**config.mk**
```make
export PLATFORM = sky130hd
export DESIGN_NAME = datapath_gray_param
export DESIGN_NICKNAME = d
export VERILOG_FILES = /design/src/rtl/datapath_gray_param.sv
export SDC_FILE = /design/constraint.sdc
export NUM_CORES = 1
export LEC_CHECK = 0
export CAP_MARGIN = 20
export CORE_ASPECT_RATIO = 0.9
export CORE_MARGIN = 2
export CORE_UTILIZATION = 30
export CTS_CLUSTER_DIAMETER = 100
export DETAILED_ROUTE_END_ITERATION = 12
export SYNTH_ARGS = -nofsm -noshare
export SYNTH_HDL_FRONTEND = slang
export SYNTH_SLANG_ARGS = --single-unit
```
**constraint.sdc**
```tcl
create_clock -name i_clk -period 17 [get_ports i_clk]
set_input_delay 3.4 -clock i_clk [delete_from_list [all_inputs] [get_ports i_clk]]
set_output_delay 3.4 -clock i_clk [all_outputs]
set_load 0.05 [all_outputs]
```
**src/rtl/datapath_gray_param.sv**
```systemverilog
// Byte-serial R,G,B to weighted gray converter with programmable fixed-point coefficients,
// passthrough mode, sof resynchronisation and a backpressured output FIFO.
module datapath_gray_param #(
  parameter int DATA_W     = 8,
  parameter int COEF_W     = 8,
  parameter int COEF_FRAC  = 8,
  parameter int FIFO_DEPTH = 8,
  parameter int DEF_COEF_R = 77,
  parameter int DEF_COEF_G = 150,
  parameter int DEF_COEF_B = 29
) (
  input  logic              i_clk,
  input  logic              i_rst,
  input  logic [DATA_W-1:0] data_in,
  input  logic              valid_in,
  input  logic              sof_in,
  output logic              busy_out,
  output logic [DATA_W-1:0] data_out,
  output logic              valid_out,
  output logic              sof_out,
  input  logic              busy_in,
  input  logic              cfg_passthrough,
  input  logic [COEF_W-1:0] cfg_coef_r,
  input  logic [COEF_W-1:0] cfg_coef_g,
  input  logic [COEF_W-1:0] cfg_coef_b,
  output logic              err_resync
);

  localparam int PROD_W = DATA_W + COEF_W;
  localparam int ACC_W  = PROD_W + 2;
  localparam int RND_W  = ACC_W + 1;
  localparam int PTR_W  = $clog2(FIFO_DEPTH);
  localparam int CNT_W  = PTR_W + 1;
  localparam int OCC_W  = CNT_W + 1;
  localparam logic [RND_W-1:0] RND_CONST = RND_W'(1) << (COEF_FRAC - 1);
  localparam logic [RND_W-1:0] SAT_MAX   = RND_W'({DATA_W{1'b1}});
  localparam logic [COEF_W-1:0] DEF_COEF [3] = '{COEF_W'(DEF_COEF_R), COEF_W'(DEF_COEF_G),
                                                 COEF_W'(DEF_COEF_B)};

  // phase_reg is one-hot: bit0 = R, bit1 = G, bit2 = B
  logic [2:0]        phase_reg;
  logic              pass_reg;
  logic              err_reg;
  logic [COEF_W-1:0] coef_reg [3];
  logic [COEF_W-1:0] coef_eff [3];
  logic [COEF_W-1:0] cfg_coef [3];
  logic [COEF_W-1:0] sel_coef;
  logic [PROD_W-1:0] product;
  logic [2:0]        eff_phase;
  logic              eff_pass;
  logic              accept;

  logic              s1_valid_reg, s1_first_reg, s1_last_reg, s1_pass_reg, s1_sof_reg;
  logic [PROD_W-1:0] s1_prod_reg;
  logic              s1_res;

  logic [ACC_W-1:0]  acc_reg;
  logic              res_valid_reg, res_sof_reg, res_pass_reg, pix_sof_reg;

  logic [RND_W-1:0]  rnd_sum, rnd_shift;
  logic [DATA_W-1:0] gray_val;
  logic [DATA_W:0]   wr_data;

  logic [DATA_W:0]   fifo_mem [FIFO_DEPTH];
  logic [PTR_W-1:0]  wr_ptr_reg, rd_ptr_reg;
  logic [CNT_W-1:0]  count_reg;
  logic              fifo_nonempty, out_load, fifo_rd;
  logic [OCC_W-1:0]  occupancy;

  assign cfg_coef[0] = cfg_coef_r;
  assign cfg_coef[1] = cfg_coef_g;
  assign cfg_coef[2] = cfg_coef_b;

  assign accept    = valid_in && !busy_out;
  // A sof byte is always an R byte and already runs with the incoming configuration.
  assign eff_phase = sof_in ? 3'b001 : phase_reg;
  assign eff_pass  = sof_in ? cfg_passthrough : pass_reg;

  for (genvar gi = 0; gi < 3; gi++) begin : g_coef
    assign coef_eff[gi] = sof_in ? cfg_coef[gi] : coef_reg[gi];
    always_ff @(posedge i_clk) begin
      if (i_rst) begin
        coef_reg[gi] <= DEF_COEF[gi];
      end else if (accept && sof_in) begin
        coef_reg[gi] <= cfg_coef[gi];
      end
    end
  end

  always_comb begin
    sel_coef = '0;
    for (int i = 0; i < 3; i++) begin
      if (eff_phase[i]) sel_coef = sel_coef | coef_eff[i];
    end
  end

  assign product = PROD_W'(data_in) * PROD_W'(sel_coef);

  always_ff @(posedge i_clk) begin
    if (i_rst) begin
      phase_reg <= 3'b001;
      pass_reg  <= 1'b0;
      err_reg   <= 1'b0;
    end else begin
      err_reg <= accept && sof_in && !phase_reg[0];
      if (accept) begin
        phase_reg <= {eff_phase[1], eff_phase[0], eff_phase[2]};
        if (sof_in) pass_reg <= cfg_passthrough;
      end
    end
  end

  assign err_resync = err_reg;

  // S1: product (or raw byte in passthrough) with pixel-position tags
  always_ff @(posedge i_clk) begin
    if (i_rst) begin
      s1_valid_reg <= 1'b0;
      s1_first_reg <= 1'b0;
      s1_last_reg  <= 1'b0;
      s1_pass_reg  <= 1'b0;
      s1_sof_reg   <= 1'b0;
      s1_prod_reg  <= '0;
    end else begin
      s1_valid_reg <= accept;
      if (accept) begin
        s1_prod_reg  <= eff_pass ? PROD_W'(data_in) : product;
        s1_first_reg <= eff_phase[0];
        s1_last_reg  <= eff_phase[2];
        s1_pass_reg  <= eff_pass;
        s1_sof_reg   <= sof_in;
      end
    end
  end

  assign s1_res = s1_valid_reg && (s1_pass_reg || s1_last_reg);

  // S2: an R byte reloads the accumulator, which also drops any partial pixel left by a resync
  always_ff @(posedge i_clk) begin
    if (i_rst) begin
      acc_reg       <= '0;
      res_valid_reg <= 1'b0;
      res_sof_reg   <= 1'b0;
      res_pass_reg  <= 1'b0;
      pix_sof_reg   <= 1'b0;
    end else begin
      res_valid_reg <= s1_res;
      if (s1_valid_reg) begin
        if (s1_pass_reg || s1_first_reg) acc_reg <= ACC_W'(s1_prod_reg);
        else                             acc_reg <= acc_reg + ACC_W'(s1_prod_reg);
        if (s1_first_reg) pix_sof_reg <= s1_sof_reg;
        if (s1_res) begin
          res_sof_reg  <= s1_pass_reg ? s1_sof_reg : pix_sof_reg;
          res_pass_reg <= s1_pass_reg;
        end
      end
    end
  end

  // S3: round to nearest, saturate, and write into the FIFO
  always_comb begin
    rnd_sum   = RND_W'(acc_reg) + RND_CONST;
    rnd_shift = rnd_sum >> COEF_FRAC;
    gray_val  = (rnd_shift > SAT_MAX) ? {DATA_W{1'b1}} : rnd_shift[DATA_W-1:0];
    wr_data   = {res_sof_reg, res_pass_reg ? acc_reg[DATA_W-1:0] : gray_val};
  end

  always_ff @(posedge i_clk) begin
    if (res_valid_reg) fifo_mem[wr_ptr_reg] <= wr_data;
  end

  assign fifo_nonempty = (count_reg != '0);
  assign out_load      = !valid_out || !busy_in;
  assign fifo_rd       = out_load && fifo_nonempty;

  always_ff @(posedge i_clk) begin
    if (i_rst) begin
      wr_ptr_reg <= '0;
      rd_ptr_reg <= '0;
      count_reg  <= '0;
    end else begin
      if (res_valid_reg) wr_ptr_reg <= wr_ptr_reg + PTR_W'(1);
      if (fifo_rd)       rd_ptr_reg <= rd_ptr_reg + PTR_W'(1);
      case ({res_valid_reg, fifo_rd})
        2'b10:   count_reg <= count_reg + CNT_W'(1);
        2'b01:   count_reg <= count_reg - CNT_W'(1);
        default: count_reg <= count_reg;
      endcase
    end
  end

  // Output register doubles as the registered read port of the FIFO memory
  always_ff @(posedge i_clk) begin
    if (i_rst) begin
      data_out  <= '0;
      sof_out   <= 1'b0;
      valid_out <= 1'b0;
    end else if (out_load) begin
      valid_out <= fifo_nonempty;
      if (fifo_nonempty) {sof_out, data_out} <= fifo_mem[rd_ptr_reg];
    end
  end

  // Every result already in flight is guaranteed a FIFO slot, so stall one entry early.
  assign occupancy = OCC_W'(count_reg) + OCC_W'(s1_res) + OCC_W'(res_valid_reg);
  assign busy_out  = (occupancy >= OCC_W'(FIFO_DEPTH - 1));

endmodule

```
==> impl_metrics.csv <==
group,metric,value,unit
worst_setup_path,crit_fanout,26,
synth,yosysUniqueCellTypes,70,
route,vias_per_cell,5.01,
sta,slew_headroom,0.326,
job,cap_violations,0,
worst_setup_path,critPathMaxStageDelay,0.54,ns
route,wl,21600,um
clock_network,cts_made_buffers,17,
route,ant_nets,0,
synth,synth_seq_area_share,0.428,
finish,largest_reg_flops,72,
power,p_total,1.62,mW
placement,portBuffers,49,
worst_setup_path,cp_common_cell,"fa_1",
global_routing,grt_overflow,0,
route,vias,6931,
placement,place.gp.congestion,0.833,
worst_setup_path,critPathRequiredTime,17.29,ns
global_routing,antenna_found_initial,0,
worst_hold_path,min_path_type,"flop to flop",
synth,syn_inst,917,
die,num_io_pins,50,
route,wl_per_cell,15.6,um
sta,timing.final.crit_share,0.483,
synth,synth_ff_type,"edfxtp_1",
worst_setup_path,crit_arrival,8.50,ns
worst_setup_path,worstPathCellList,"clkdlybuf4s50_1 -> buf_4 -> mux2i_1 -> nand2_1 -> fa_1 -> fa_1 -> inv_1 -> fa_1 -> inv_1 -> fa_1 -> inv_1 -> ha_1 -> o21a_1 -> o31a_1 -> o2111a_1 -> or3_1 -> a32oi_1 -> nor2_1",
power,vdd_drop_max,0.0000889,V
synth,synth-edff-count,96,
power,power_density,143,nW/um^2
finish,final_cell_mix,"edfxtp_1 (96), inv_1 (73), nor2_1 (71)",
worst_setup_path,r2r_end,"s1_prod_reg[11]$_SDFFE_PP0P_",
finish,final_common_cell,"edfxtp_1",
sta,tns,0,ns
finish,drive_gt1_frac,0.0806,
clock_network,cts_hold_buf,0,
clock_network,cts_tree,"built",
worst_setup_path,critPathCaptureType,"flop",
worst_setup_path,worst_r2r_path_depth,17,
global_routing,track_usage,0.132,
clock_network,cts.sinks,162,
worst_setup_path,path_buf_inv,5,
worst_hold_path,hold_depth,2,
placement,place_hpwl,15100,um
worst_hold_path,worstHoldStart,"pix_sof_reg$_SDFFE_PP0P_",
die,die_h,176,um
finish,area_delta_synth_final,15.8,%
sta,slew_viol_final,0,
synth,syn_area,9830,um^2
route,drtPass1Iterations,5,
sta,final.min_clock_period,8.21,ns
clock_network,cts_setup_buffers,0,
sta,rsz0062_at_grt,"false",
sta,hold_viol,0,
synth,syn-num-nets,1053,
worst_setup_path,cpMaxStageDelayCell,"mux2i_1",
outcome,outcome,"finished clean",
worst_setup_path,r2r_setup_slack,11.71,ns
finish,design_area,11400,um^2
sta,timing.fmax,0.122,GHz
placement,place_area,10700,um^2
global_routing,grt_pass1_wl,36100,um
die,die_area,34200,um^2
power,leakage,4.43,nW
worst_setup_path,cp-start-kind,"primary input",
route,drt_iter0_drc,381,
finish,antenna_cells,0,
die,start_util,0.306,
clock_network,clock_latency,0.44,ns
clock_network,path_clk_slew,0.08,ns
clock_network,cts_max_level,4,
sta,setup_viol,0,
sta,holdWs,0.465,ns
synth,avgSynthCellArea,10.7,um^2
sta,tightest_slew,1.01,ns
worst_hold_path,whs_endpoint,"pix_sof_reg$_SDFFE_PP0P_",
worst_setup_path,reg2reg_from,"phase_reg[1]$_SDFFE_PP0P_",
route,drc_errors,0,
global_routing,grt_max_degree,78,
die,core,32100,um^2
worst_setup_path,path_class,"primary input to flop",
clock_network,cts.root.buffer_cell,"clkbuf_16",
synth,ys_async_sr_fraction,0,
clock_network,postCtsResizedCells,0,
worst_setup_path,cp_top_family,"adder cells",
sta,skew,0.0229,ns
global_routing,grt_pass1_vias,6887,
synth,ys_seq_elements,162,
die,die_x,195,um
clock_network,ctsLongestPathBuffers,2,
die,rows,62,
synth,yosys_warnings,0,
finish,post-route-util,0.354,
finish,nNetsFinal,1091,
worst max path at each step:
| stage | from | end | cells after the start |
|---|---|---|---|
| floorplan | sof_in | s1_prod_reg[11]$_SDFFE_PP0P_ | 19 |
| global placement | sof_in | s1_prod_reg[11]$_SDFFE_PP0P_ | 18 |
| detailed placement | sof_in | s1_prod_reg[11]$_SDFFE_PP0P_ | 18 |
| CTS | sof_in | s1_prod_reg[11]$_SDFFE_PP0P_ | 18 |
| global route | sof_in | s1_prod_reg[11]$_SDFFE_PP0P_ | 17 |
| finish | sof_in | s1_prod_reg[11]$_SDFFE_PP0P_ | 18 |
power by group:
part	internal [mW]	switching [mW]	leakage (nW)
Clock	0.215	0.195	0.302
Sequential	0.461	0.0434	1.42
Combinational	0.304	0.405	2.71
Total	0.981	0.643	4.43
cell usage after synthesis (all sizes together), types with 18 or more instances:
library cell / instances / area (um^2)
mux4: 18 / 405
o21ai: 24 / 120
nor2: 71 / 267
a211oi: 24 / 185
a21oi: 47 / 235
dfxtp: 66 / 1320
edfxtp: 96 / 2880
nor3: 21 / 110
clkbuf: 22 / 83.8
mux2i: 28 / 284
nand2: 63 / 236
and3: 19 / 120
fa: 39 / 781
inv: 73 / 274
ha: 59 / 738
and2: 57 / 358
stage by stage:
step,std cells,setup slack [ns]
after floorplan,917,9.05
after global placement,1349,8.41
after detailed placement,1349,8.34
after CTS,1381,8.79
after global routing,1384,8.46
final,1384,8.79
cell type report:
type / instances / area [um^2]
Tap cell: 416 / 520
Clock inverter: 15 / 201
Multi-Input combinational cell: 644 / 5190
Fill cell: 3217 / 20700
Timing Repair Buffer: 57 / 564
Inverter: 73 / 274
Clock buffer: 17 / 425
Sequential cell: 162 / 4200
tightest hold or removal path, stage by stage, from the launching register on:
cell	delay (ns)
dfxtp_1	0.31
nand2_1	0.05
a21oi_1	0.05
logic make-up after synthesis:
kind of cell | Yosys count | synth area share
DFF | 162 | 0.428
xor gates and xnor gates | 17 | 0.0151
adders and majority gates | 98 | 0.155
muxes | 47 | 0.0713
buffers and inverters | 111 | 0.0456
and+or+nand+nor | 307 | 0.163
AOI/OAI and AO/OA | 175 | 0.123
metal layers:
metal	share of wire	track usage	routed length, um	vias up
li1	-	-	-	3386
met1	0.49	0.180	10500	3424
met2	0.48	0.221	10300	107
met3	0.027	0.0211	574	14
met4	0.0087	0.0274	187	0
met5	0	0	0	-
Note: power is estimated with default switching activity, not from simulation.
